## src/rtl/detect_pattern_pkg.sv

```systemverilog
// Shared types and helpers for the detector test-pattern generator.
// Words are built at full 32-bit width and truncated by the user.
package detect_pattern_pkg;

    localparam int MAX_WIDTH = 32;

    typedef enum logic [2:0] {
        ST_IDLE,
        ST_ZERO,
        ST_ONES,
        ST_WALK1,
        ST_WALK0,
        ST_ALT,
        ST_DONE
    } state_e;

    // Number of words in one complete pattern sequence.
    function automatic int seq_len(input int w);
        return 2 * w + 4;
    endfunction

    // 1010... pattern of width w with the MSB (bit w-1) set.
    function automatic logic [MAX_WIDTH-1:0] alt_pattern(input int w);
        logic [MAX_WIDTH-1:0] p;
        p = '0;
        for (int b = 0; b < MAX_WIDTH; b++) begin
            if (b < w && ((b % 2) == ((w - 1) % 2))) begin
                p[b] = 1'b1;
            end
        end
        return p;
    endfunction

endpackage

```

## src/rtl/detect_pattern_gen_walk_shift_reg.sv

```systemverilog
// Walking-bit word source: load 0..01 or 1..10, then shift left with a
// sticky fill bit, so WALK1/WALK0 words need no barrel shifter.
module walk_shift_reg #(
    parameter int WIDTH = 8
) (
    input  logic             clk,
    input  logic             reset,
    input  logic             load_one_i,
    input  logic             load_zero_i,
    input  logic             shift_i,
    output logic [WIDTH-1:0] word_nxt_o
);

    logic [WIDTH-1:0] word_q, word_d;
    logic             fill_q, fill_d;

    always_comb begin
        word_d = word_q;
        fill_d = fill_q;
        if (load_one_i) begin
            word_d = WIDTH'(1);
            fill_d = 1'b0;
        end else if (load_zero_i) begin
            word_d = ~WIDTH'(1);
            fill_d = 1'b1;
        end else if (shift_i) begin
            word_d = {word_q[WIDTH-2:0], fill_q};
        end
    end

    always_ff @(posedge clk) begin
        if (reset) begin
            word_q <= '0;
            fill_q <= 1'b0;
        end else begin
            word_q <= word_d;
            fill_q <= fill_d;
        end
    end

    // Next-cycle value lets the top register the word in the same edge.
    assign word_nxt_o = word_d;

endmodule

```

## src/rtl/detect_pattern_gen.sv

```systemverilog
// Sequenced test-pattern transmitter for the all-zero/all-one detectors;
// each word carries its expected detector flags over valid/ready.
module detect_pattern_gen
    import detect_pattern_pkg::*;
#(
    parameter int WIDTH = 8
) (
    input  logic             clk,
    input  logic             reset,
    input  logic             start,
    input  logic             abort,
    input  logic             ready,
    output logic             valid,
    output logic [WIDTH-1:0] data,
    output logic             exp_zero,
    output logic             exp_one,
    output logic             busy,
    output logic             done
);

    localparam int                   IW       = $clog2(WIDTH) + 1;
    localparam logic [IW-1:0]        IDX_LAST = IW'(WIDTH - 1);
    localparam logic [MAX_WIDTH-1:0] ALT_FULL = alt_pattern(WIDTH);
    localparam logic [WIDTH-1:0]     ALT_A    = ALT_FULL[WIDTH-1:0];

    state_e           state_q, state_d;
    logic [IW-1:0]    idx_q, idx_d;
    logic             valid_q, valid_d;
    logic [WIDTH-1:0] data_q, data_d;
    logic             exp_zero_q, exp_zero_d;
    logic             exp_one_q, exp_one_d;
    logic             done_q, done_d;

    logic             hs;
    logic             load;
    logic [WIDTH-1:0] word;
    logic             walk_load_one, walk_load_zero, walk_shift;
    logic [WIDTH-1:0] walk_nxt;

    walk_shift_reg #(.WIDTH(WIDTH)) u_walk (
        .clk         (clk),
        .reset       (reset),
        .load_one_i  (walk_load_one),
        .load_zero_i (walk_load_zero),
        .shift_i     (walk_shift),
        .word_nxt_o  (walk_nxt)
    );

    assign hs = valid_q & ready;

    always_comb begin
        state_d        = state_q;
        idx_d          = idx_q;
        valid_d        = valid_q;
        done_d         = 1'b0;
        load           = 1'b0;
        word           = data_q;
        walk_load_one  = 1'b0;
        walk_load_zero = 1'b0;
        walk_shift     = 1'b0;

        unique case (state_q)
            ST_IDLE: begin
                if (start) begin
                    state_d = ST_ZERO;
                    valid_d = 1'b1;
                    load    = 1'b1;
                    word    = '0;
                end
            end
            ST_ZERO: begin
                if (hs) begin
                    state_d = ST_ONES;
                    load    = 1'b1;
                    word    = '1;
                end
            end
            ST_ONES: begin
                if (hs) begin
                    state_d       = ST_WALK1;
                    idx_d         = '0;
                    walk_load_one = 1'b1;
                    load          = 1'b1;
                    word          = walk_nxt;
                end
            end
            ST_WALK1: begin
                if (hs) begin
                    load = 1'b1;
                    word = walk_nxt;
                    if (idx_q == IDX_LAST) begin
                        state_d        = ST_WALK0;
                        idx_d          = '0;
                        walk_load_zero = 1'b1;
                    end else begin
                        idx_d      = idx_q + 1'b1;
                        walk_shift = 1'b1;
                    end
                end
            end
            ST_WALK0: begin
                if (hs) begin
                    load = 1'b1;
                    if (idx_q == IDX_LAST) begin
                        state_d = ST_ALT;
                        idx_d   = '0;
                        word    = ALT_A;
                    end else begin
                        idx_d      = idx_q + 1'b1;
                        walk_shift = 1'b1;
                        word       = walk_nxt;
                    end
                end
            end
            ST_ALT: begin
                if (hs) begin
                    if (idx_q == IW'(1)) begin
                        state_d = ST_DONE;
                        valid_d = 1'b0;
                        done_d  = 1'b1;
                    end else begin
                        idx_d = IW'(1);
                        load  = 1'b1;
                        word  = ~ALT_A;
                    end
                end
            end
            ST_DONE: begin
                state_d = ST_IDLE;
            end
            default: begin
                state_d = ST_IDLE;
                valid_d = 1'b0;
            end
        endcase

        // Abort beats a same-cycle handshake: the in-flight word is dropped.
        if (abort && state_q != ST_IDLE) begin
            state_d        = ST_IDLE;
            idx_d          = '0;
            valid_d        = 1'b0;
            done_d         = 1'b0;
            load           = 1'b0;
            walk_load_one  = 1'b0;
            walk_load_zero = 1'b0;
            walk_shift     = 1'b0;
        end

        data_d     = data_q;
        exp_zero_d = exp_zero_q;
        exp_one_d  = exp_one_q;
        if (load) begin
            data_d     = word;
            exp_zero_d = ~|word;
            exp_one_d  = &word;
        end
    end

    always_ff @(posedge clk) begin
        if (reset) begin
            state_q    <= ST_IDLE;
            idx_q      <= '0;
            valid_q    <= 1'b0;
            data_q     <= '0;
            exp_zero_q <= 1'b0;
            exp_one_q  <= 1'b0;
            done_q     <= 1'b0;
        end else begin
            state_q    <= state_d;
            idx_q      <= idx_d;
            valid_q    <= valid_d;
            data_q     <= data_d;
            exp_zero_q <= exp_zero_d;
            exp_one_q  <= exp_one_d;
            done_q     <= done_d;
        end
    end

    assign valid    = valid_q;
    assign data     = data_q;
    assign exp_zero = exp_zero_q;
    assign exp_one  = exp_one_q;
    assign done     = done_q;
    assign busy     = (state_q != ST_IDLE) && (state_q != ST_DONE);

endmodule

```

## config.mk

```make
export PLATFORM = sky130hd
export DESIGN_NAME = detect_pattern_gen
export DESIGN_NICKNAME = d
export VERILOG_FILES = /design/src/rtl/detect_pattern_pkg.sv /design/src/rtl/detect_pattern_gen_walk_shift_reg.sv /design/src/rtl/detect_pattern_gen.sv
export SDC_FILE = /design/constraint.sdc
export NUM_CORES = 1
export LEC_CHECK = 0
export ABC_CLOCK_PERIOD_IN_PS = 2400
export BUFFER_PORTS_ARGS = -buffer_cell sky130_fd_sc_hd__buf_2
export CORE_MARGIN = 10
export CORE_UTILIZATION = 50
export CTS_BUF_LIST = sky130_fd_sc_hd__clkbuf_4
export DETAILED_ROUTE_END_ITERATION = 8
export PLACE_DENSITY = 0.82
export RECOVER_POWER = 50
export SYNTH_ARGS = -nofsm -noshare
export SYNTH_HDL_FRONTEND = slang
export SYNTH_SLANG_ARGS = --single-unit
```

## constraint.sdc

```tcl
create_clock -name clk -period 2.4 [get_ports clk]
set_input_delay 0.24 -clock clk [delete_from_list [all_inputs] [get_ports clk]]
set_output_delay 0.24 -clock clk [all_outputs]
set_load 0.05 [all_outputs]
```

# After elaboration in Yosys (flattened, before gate mapping)
# Cells that the tools add are included.
[op_classes]
n_addsub = 1
n_eq_ne = 20
muxes = 48
bitwise = 4
n_reduce_logical = 18
[ops]
columns = ["operator", "count"]
rows = [
  ["8-bit 2-to-1 mux", 10],
  ["8-bit one-hot mux with 5 select lines", 1],
  ["3-bit 2-to-1 mux", 9],
  ["4-bit 2-to-1 mux", 5],
  ["2-bit != test (second input constant)", 10],
  ["1-bit 2-to-1 mux", 19],
  ["3-bit one-hot mux with 6 select lines", 1],
  ["4-bit one-hot mux with 3 select lines", 1],
  ["3-bit equality test (second input constant)", 3],
  ["9-bit AND reduction", 1],
  ["8-bit AND reduction", 1],
  ["2-bit OR reduction", 4],
  ["4-bit OR reduction", 2],
  ["8-bit OR reduction", 1],
  ["3-bit by 2-bit equality test with 1-bit output (second input constant)", 2],
  ["1-bit one-hot mux with 3 select lines", 2],
  ["3-bit nonzero test", 2],
  ["5-bit AND reduction", 1],
  ["5-bit OR reduction", 1],
  ["4-bit by 1-bit adder with 4-bit output (second input constant)", 1],
  ["4-bit by 1-bit equality test with 1-bit output (second input constant)", 1],
  ["4-bit by 3-bit equality test with 1-bit output (second input constant)", 1],
  ["4-bit AND reduction", 1],
  ["3-bit by 1-bit equality test with 1-bit output (second input constant)", 1],
  ["7 further kinds", 10],
]
[totals]
ff_bits = 28
inputBits = 5
out_inout_bits = 13
elab_cells = 100

# Longest topological paths before layout
# Gate-level depths: netlist (run 1).
[logic_depth]
word_depth = 13
mapped_depth = 10
mapped_depth_nobuf = 9

# Cells and area by module
# From an unflattened synthesis (run 1), not the netlist that was laid out.
[hier_totals]
cells_unflattened = 242
area_unflattened_um2 = 1895.6
[by_module_without_submodules]
columns = ["mod", "n_inst", "cells_each", "area_each_um2", "seq_area_each_um2"]
rows = [
  ["detect_pattern_gen", 1, 200, 1490.2, 380.4],
  ["walk_shift_reg", 1, 42, 405.4, 180.2],
]

# Worst setup path after synthesis (run 1)
# No wires, ideal clock.
[synth_timing]
path_kind = "register to register"
from = "register valid_q (netlist: valid)"
to = "register exp_zero_q (netlist: exp_zero)"
setup_time_ps = 61
t_arrival_ps = 2415
required_time_ps = 2339
path_slack_ps = -76
path_stages_with_launch = 10
path_buffers = 2
period_less_slack_ps = 2476
cell_sequence = "dfxtp_1 > and3b_1 > clkbuf_1 > o211a_1 > buf_6 > mux2_4 > o211ai_1 > nand2_1 > nor4_2 > a32o_2"
[synth_between]
elab_chain_cells = 12
word_cells_on_any_way = 24
cone_classes = "21 x mux; 1 x bitwise; 2 x reduce/logical"
[synth_rtl]
columns = ["element", "line_no", "text"]
rows = [
  ["start: declaration", "detect_pattern_gen.sv:28", "logic valid_q, valid_d;"],
  ["start signal: assignment", "detect_pattern_gen.sv:171", "valid_q <= valid_d;"],
  ["1-bit AND *", "detect_pattern_gen.sv:49", "assign hs = valid_q & ready;"],
  ["1-bit 2-to-1 mux", "detect_pattern_gen.sv:102", "if (hs) begin"],
  ["1-bit 2-to-1 mux", "--", ""],
  ["1-bit 2-to-1 mux", "detect_pattern_gen.sv:138", "if (abort && state_q != ST_IDLE) begin"],
  ["8-bit 2-to-1 mux", "detect_pattern_gen_walk_shift_reg.sv:26", "end else if (shift_i) begin"],
  ["8-bit 2-to-1 mux", "detect_pattern_gen_walk_shift_reg.sv:23", "end else if (load_zero_i) begin"],
  ["8-bit 2-to-1 mux", "detect_pattern_gen_walk_shift_reg.sv:20", "if (load_one_i) begin"],
  ["8-bit 2-to-1 mux", "detect_pattern_gen.sv:104", "if (idx_q == IDX_LAST) begin"],
  ["8-bit 2-to-1 mux", "detect_pattern_gen.sv:102", ""],
  ["8-bit one-hot mux with 5 select lines", "detect_pattern_gen.sv:62", "unique case (state_q)"],
  ["8-bit OR reduction", "detect_pattern_gen.sv:154", "exp_zero_d = ~|word;"],
  ["1-bit zero test", "detect_pattern_gen.sv:154", ""],
  ["end signal: assignment", "detect_pattern_gen.sv:173", "exp_zero_q <= exp_zero_d;"],
  ["end: declaration", "detect_pattern_gen.sv:30", "logic exp_zero_q, exp_zero_d;"],
]
# Mark *: on every way between the ends. The rest lies on a longest branch, timed or not.
# A chain may end at the register's enable or synchronous reset.

# Worst setup path after layout (run 1)
[layout_timing]
from = "register idx_q[0]"
to = "register exp_zero_q (netlist: exp_zero)"
[layout_between]
elab_chain_cells = 13
word_cells_on_any_way = 25
cone_classes = "2 x eq/ne; 21 x mux; 2 x reduce/logical"
[layout_rtl]
columns = ["element", "line_no", "text"]
rows = [
  ["start: declaration", "detect_pattern_gen.sv:27", "logic [IW-1:0] idx_q, idx_d;"],
  ["start signal: assignment", "detect_pattern_gen.sv:170", "idx_q <= idx_d;"],
  ["4-bit by 3-bit equality test with 1-bit output", "detect_pattern_gen.sv:91, detect_pattern_gen.sv:104", ""],
  ["1-bit 2-to-1 mux", "detect_pattern_gen.sv:91, detect_pattern_gen.sv:104", ""],
  ["1-bit 2-to-1 mux", "detect_pattern_gen.sv:102", ""],
  ["1-bit 2-to-1 mux", "--", ""],
  ["1-bit 2-to-1 mux", "detect_pattern_gen.sv:138", ""],
  ["8-bit 2-to-1 mux", "detect_pattern_gen_walk_shift_reg.sv:26", ""],
  ["8-bit 2-to-1 mux", "detect_pattern_gen_walk_shift_reg.sv:23", ""],
  ["8-bit 2-to-1 mux", "detect_pattern_gen_walk_shift_reg.sv:20", ""],
  ["8-bit 2-to-1 mux", "detect_pattern_gen.sv:104", ""],
  ["8-bit 2-to-1 mux", "detect_pattern_gen.sv:102", ""],
  ["8-bit one-hot mux with 5 select lines", "detect_pattern_gen.sv:62", ""],
  ["8-bit OR reduction", "detect_pattern_gen.sv:154", ""],
  ["1-bit zero test", "detect_pattern_gen.sv:154", ""],
]
# Parallel ways exist; a longest one is shown, timed or not.

==> results of run 1 <==
[how the worst min path moves through the flow]
stage	end	slack, ps
after floorplan	valid	420
after global placement	exp_one	440
after detailed placement	exp_zero	460
after CTS	data[1]	210
after global routing	data[6]	210
final	data[5]	220
[state kept, by name, indices dropped and copies added, names as in the netlist]
register,cells
data,8
idx_q,4
u_walk.fill_q,1
valid,1
done,1
state_q,3
u_walk.word_q,8
exp_zero,1
exp_one,1
[worst max-delay path, delay by kind of cell, from the launching register on]
family / cells / cell delay, ps
buf+inv: 1 / 160
fa+ha+maj: 1 / 240
flops: 1 / 360
compound gates: 4 / 950
simple gates: 3 / 550
[power breakdown]
part	leakage (nW)	total (mW)	internal [mW]	switching, mW
logic	0.644	0.395	0.136	0.259
clock network	0.0279	0.308	0.169	0.139
registers	0.229	0.507	0.484	0.0237
total	0.901	1.21	0.789	0.421
[stage by stage]
step | utilization | instances
3_5_place_dp | 0.586 | 324
5_1_grt | 0.620 | 333
2_1_floorplan | - | 256
4_1_cts | 0.610 | 332
3_3_place_gp | 0.586 | 324
6_report | 0.620 | 333
[cell usage in the layout, fill, tap and decap left out, drive strengths merged, types with 3 or more instances in the layout]
cell      n
nand3     6
buf      30
a211oi    4
nor2     26
a21o      3
and3b     3
nand3b    3
o21ai    21
nand2b    6
o211a     5
inv       6
o2111ai   3
nor4      5
a31oi     4
o22ai     6
nor3      6
nand4b    3
o31ai     3
dfxtp    28
mux2i    11
nand2    16
nor2b     3
o2111a    3
clkbuf   16
a21oi    31
nor3b     3
[area by class of cell]
cell class	instances	area [um^2]	share of cell area
Timing Repair Buffer	43	262	0.112
Clock inverter	1	30.0	0.0128
Inverter	6	22.5	0.00963
Multi-Input combinational cell	204	1380	0.589
Sequential cell	28	566	0.242
Tap cell	48	60.1	0.0257
Clock buffer	3	22.5	0.00963
[metal layers]
layer | track usage | share of wire | vias to the layer above
met3 | 0.0352 | 0.077 | 12
met1 | 0.186 | 0.43 | 986
met2 | 0.247 | 0.47 | 107
met5 | 0 | 0 | -
met4 | 0.0585 | 0.020 | 0
li1 | - | - | 1026
[cell families (layout without fill, tap and decap cells)]
family,count (synthesis),after routing
buffers and inverters,24,53
flip-flops,28,28
adder cells (fa/ha/maj),2,2
multiplexers,13,13
AND/OR/NAND/NOR,94,94
AO/OA/AOI/OAI,95,95
[repair_timing]
item	4_1_cts	5_1_grt
pin swaps	0	0
resized for setup	3	13
endpoints found under the setup margin	2	4
setup buffers	4	1
==> results_dict.tcl, run 1 <==
set metrics [dict create \
    die_x_um 83.3 \
    hp-class "input pin to flip-flop" \
    synth_ff_type "dfxtp_1" \
    setup_viol 0 \
    fin_crit_ps 2310 \
    cp-startpoint "idx_q[0]" \
    grt_pass1_vias 1965 \
    synth_top_family_by_area "compound AO/OA/AOI/OAI gates" \
    path_class "flip-flop to flip-flop" \
    finalPower_mw 1.21 \
    r2r_slack_ps 90 \
    max_slew_margin 0.602 \
    p_leak_nw 0.901 \
    fin_crit_sh 0.963 \
    synthSimpleGateAreaFrac 0.270 \
    cp.required_ps 2690 \
    clock_skew_ps 1.60 \
    diodes 0 \
    synth_common_cells "31 x a21oi_1, 28 x dfxtp_1, 26 x nor2_1, 21 x o21ai_0, 16 x nand2_1" \
    clk_pin_slew_ps 150 \
    initial_core_util 0.531 \
    die_area_um2 6940 \
    grt_max_degree 21 \
    place_ws_ps -25.0 \
    vias 2131 \
    netlist_area_um2 2000 \
    first_pass_iters 5 \
    synth-edff-count 0 \
    synth.most_common_cell "a21oi_1" \
    async_reset_ff_frac 0 \
    htreeDepth 1 \
    post_drt_wl_per_cell_um 17.2 \
    cap_violations 0 \
    synth_area_leader_cell "dfxtp_1" \
    hp-start "reset" \
    antenna_left 0 \
    cp.arrival_ps 2600 \
    synth-compound-area-share 0.308 \
    netlist_instances 256 \
    ys_top_cells_by_area "dfxtp_1 28%, a21oi_1 7.7%, o21ai_0 5.2%" \
    crit_path_end "exp_zero" \
    hold_buffers 0 \
    synthMuxAreaShare 0.0700 \
    max_freq_mhz 433 \
    synth_xor_area_frac 0 \
    tightest_slew_ps 600 \
    path_cells "ha_1 > nand3b_1 > buf_4 > o211ai_1 > a211oi_2 > o22ai_2 > nand4b_1 > nor4_2 > a32o_2" \
    r2r-end "exp_zero" \
    gr-total-overflow 0 \
    core_um2 3770 \
    cts.path.max_buffers 2 \
    synth_cell_types 55 \
    synth_top_area_frac 0.280 \
    hold_depth 2 \
    power_density_nw_per_um2 517 \
    hold_violations 0 \
    ys_warn_count 0 \
    drive_above_1_share 0.221 \
    cts_tree "yes" \
    numPortBuffers 17 \
    start_kind "flip-flop" \
    totalWireLength_um 5740 \
    fin_area_um2 2340 \
    fin_nets 293 \
    ff2ff_path_depth 9 \
    ys_ff_latch 28 \
    antenna_found_initial 0 \
    hpwl_um 4200 \
    cp_max_fo 8 \
    slowest_delay_ps 390 \
    rows 22 \
    cts.sinks 28 \
    grtUsageTotal 0.151 \
    syn2layout_area_growth_pct 16.7 \
    status "completed" \
    cts_buffers 3 \
    setup_slack_ps 88.4 \
    grt_pass1_wl_um 9240 \
    cp_slowest_cell "a211oi_2" \
    fin_tns_setup_ps 0 \
    fillCellCount 331 \
    cts-root-buf "clkbuf_4" \
    gp_congestion 1.01 \
    dieHeight_um 83.3 \
    timing.hold.ws_ps 221 \
    reg2reg_from "idx_q[0]" \
    drt_iter0_markers 228 \
    detail_route.vias_per_cell 6.40 \
    worst_ir_drop_vdd_v 0.000300 \
    avgSynthCellArea_um2 7.82 \
    ios 18 \
    yosys.area_share.adder 0.0125 \
    slew_violations 0 \
    drc 0 \
    clk-insertion-delay-late_ps 330 \
    synth.net_count 263 \
    cp-end-kind "flip-flop" \
    seq_area_frac_synth 0.280 \
    place_area_um2 2210 \
]
Power figures use the tool's default switching activity.
==> run 2, diff against run 1 <==
CAP_MARGIN = 40   (was unset)
CTS_BUF_LIST = sky130_fd_sc_hd__clkbuf_8   (was sky130_fd_sc_hd__clkbuf_4)
==> run 2 against run 1 <==
Sequential share of layout area fell by 0.33 points. Via count rose by 2.7%. Sequential power barely moved. Largest cell class unchanged.
==> results_dict.tcl, run 2 (synthesis results as in run 1) <==
set metrics [dict create \
    status "completed" \
    clock_skew_ps 2.73 \
    p_leak_nw 0.911 \
    place_area_um2 2210 \
    path_delay_family "compound AO/OA/AOI/OAI gates" \
    path_cells "ha_2 > nand3b_1 > buf_4 > o211ai_1 > a211oi_2 > o22ai_2 > nand4b_1 > nor4_2 > a32o_2" \
    hold_violations 0 \
    switching_share 0.340 \
    worst_ir_drop_vdd_v 0.000426 \
    internal-power_uw 843 \
    cap_violations 0 \
    start_kind "flip-flop" \
    p_clk_frac 0.291 \
    drive_above_1_share 0.223 \
    final_common_cell "a21oi_1" \
    fin_tns_setup_ps 0 \
    clk-insertion-delay-late_ps 280 \
    first_pass_iters 5 \
    cp.required_ps 2630 \
    slew_violations 0 \
    detail_route.vias_per_cell 6.53 \
    htreeDepth 1 \
    sequentialPowerShare 0.397 \
    ios 18 \
    fin_area_um2 2370 \
    cp.buffers_inverters 1 \
    core_um2 3770 \
    dieHeight_um 83.3 \
    totalWireLength_um 5940 \
    clk_pin_slew_ps 90 \
    initial_core_util 0.531 \
    gp_congestion 1.01 \
    power_density_nw_per_um2 540 \
    combPwrFrac 0.313 \
    setup_viol 0 \
    drc 0 \
    syn2layout_area_growth_pct 18.1 \
    max_slew_margin 0.602 \
    fin_crit_ps 2350 \
    cts.path.max_buffers 2 \
    fillCellCount 323 \
    diodes 0 \
    drt_iter0_markers 396 \
    cts-root-buf "clkbuf_8" \
    fin_nets 295 \
    max_freq_mhz 426 \
    grt_pass1_wl_um 9410 \
    final_cell_mix "29 x a21oi_1, 27 x buf_4, 25 x nor2_1, 25 x dfxtp_1, 20 x o21ai_0" \
    fin_crit_sh 0.979 \
    numPortBuffers 17 \
    cp-end-kind "flip-flop" \
    die_area_um2 6940 \
    path_class "flip-flop to flip-flop" \
    cts.sinks 28 \
    r2r_slack_ps 50 \
    cp_max_fo 5 \
    rows 22 \
    die_x_um 83.3 \
    post_drt_wl_per_cell_um 17.7 \
    cts_tree "yes" \
    grt_max_degree 21 \
    antenna_left 0 \
    p_sw_uw 434 \
    grtUsageTotal 0.154 \
    slowest_delay_ps 400 \
    vias 2189 \
    gr-total-overflow 0 \
    cp_slowest_cell "a211oi_2" \
    hp-class "input pin to flip-flop" \
    tightest_slew_ps 600 \
    cts_buffers 3 \
    cp.arrival_ps 2580 \
    grt_pass1_vias 1952 \
    hpwl_um 4200 \
    antenna_found_initial 0 \
]
==> run 2: cell types whose count changed in the layout (fill, tap and decap cells not counted), sizes merged <==
| cell | before | now |
|---|---|---|
| buf | 30 | 32 |
==> run 2: final timing paths <==
kind | end | from | depth (start not counted)
worst max-delay path | exp_zero | idx_q[0] | 9
worst min-delay path | data[5] | reset | 2
worst max register to register | exp_zero | idx_q[0] | 9
worst min register to register | u_walk.fill_q | u_walk.fill_q | 2
==> run 2: power groups by stage <==
stage	Sequential (mW)	Clock [mW]	Combinational, mW
floorplan	0.558	0	0.242
global placement	0.515	0	0.382
detailed placement	0.516	0	0.383
CTS	0.506	0.380	0.385
global route	0.510	0.391	0.428
finish	0.506	0.371	0.399
==> run 2: layout make-up <==
type	count	area [um^2]	share of cell area
flip-flops and latches	28	564	0.238
clock buffers	3	41.3	0.0175
multi-input cells	204	1370	0.580
well taps	48	60.1	0.0254
clock inverters	1	30.0	0.0127
repair buffers	45	277	0.117
inverters	6	22.5	0.00952
==> run 2: timing repair <==
action | 4_1_cts | 5_1_grt
pin swaps | 0 | 3
gates resized for setup | 4 | 10
buffers inserted | 4 | 3
endpoints found under the setup margin | 2 | 2
hold buffers | 0 | 0
==> run 2: routing by layer <==
metal / up-vias / global-route usage / wire (um)
li1: 1024 / - / -
met1: 1007 / 0.193 / 2470
met2: 130 / 0.247 / 2740
met3: 28 / 0.0391 / 526
met4: 0 / 0.0569 / 203
met5: - / 0 / 0
==> run 2: worst reg2reg max path, stage by stage, from the launching register on <==
cell and delay [ps]:
dfxtp_2 340, ha_2 200, nand3b_1 160, buf_4 160, o211ai_1 230, a211oi_2 400
o22ai_2 160, nand4b_1 210, nor4_2 250, a32o_2 190
==> run 2: per-stage QoR <==
| stage | utilization | cells | hold WS, ps | setup WS (ps) | total power [mW] |
|---|---|---|---|---|---|
| after floorplan | - | 256 | 421 | 122 | 0.800 |
| after global placement | 0.586 | 324 | 436 | 84.9 | 0.897 |
| after detailed placement | 0.586 | 324 | 457 | -25.0 | 0.899 |
| after CTS | 0.616 | 332 | 283 | 19.7 | 1.27 |
| after global routing | 0.627 | 335 | 287 | -69.4 | 1.33 |
| final | 0.627 | 335 | 277 | 51.2 | 1.28 |
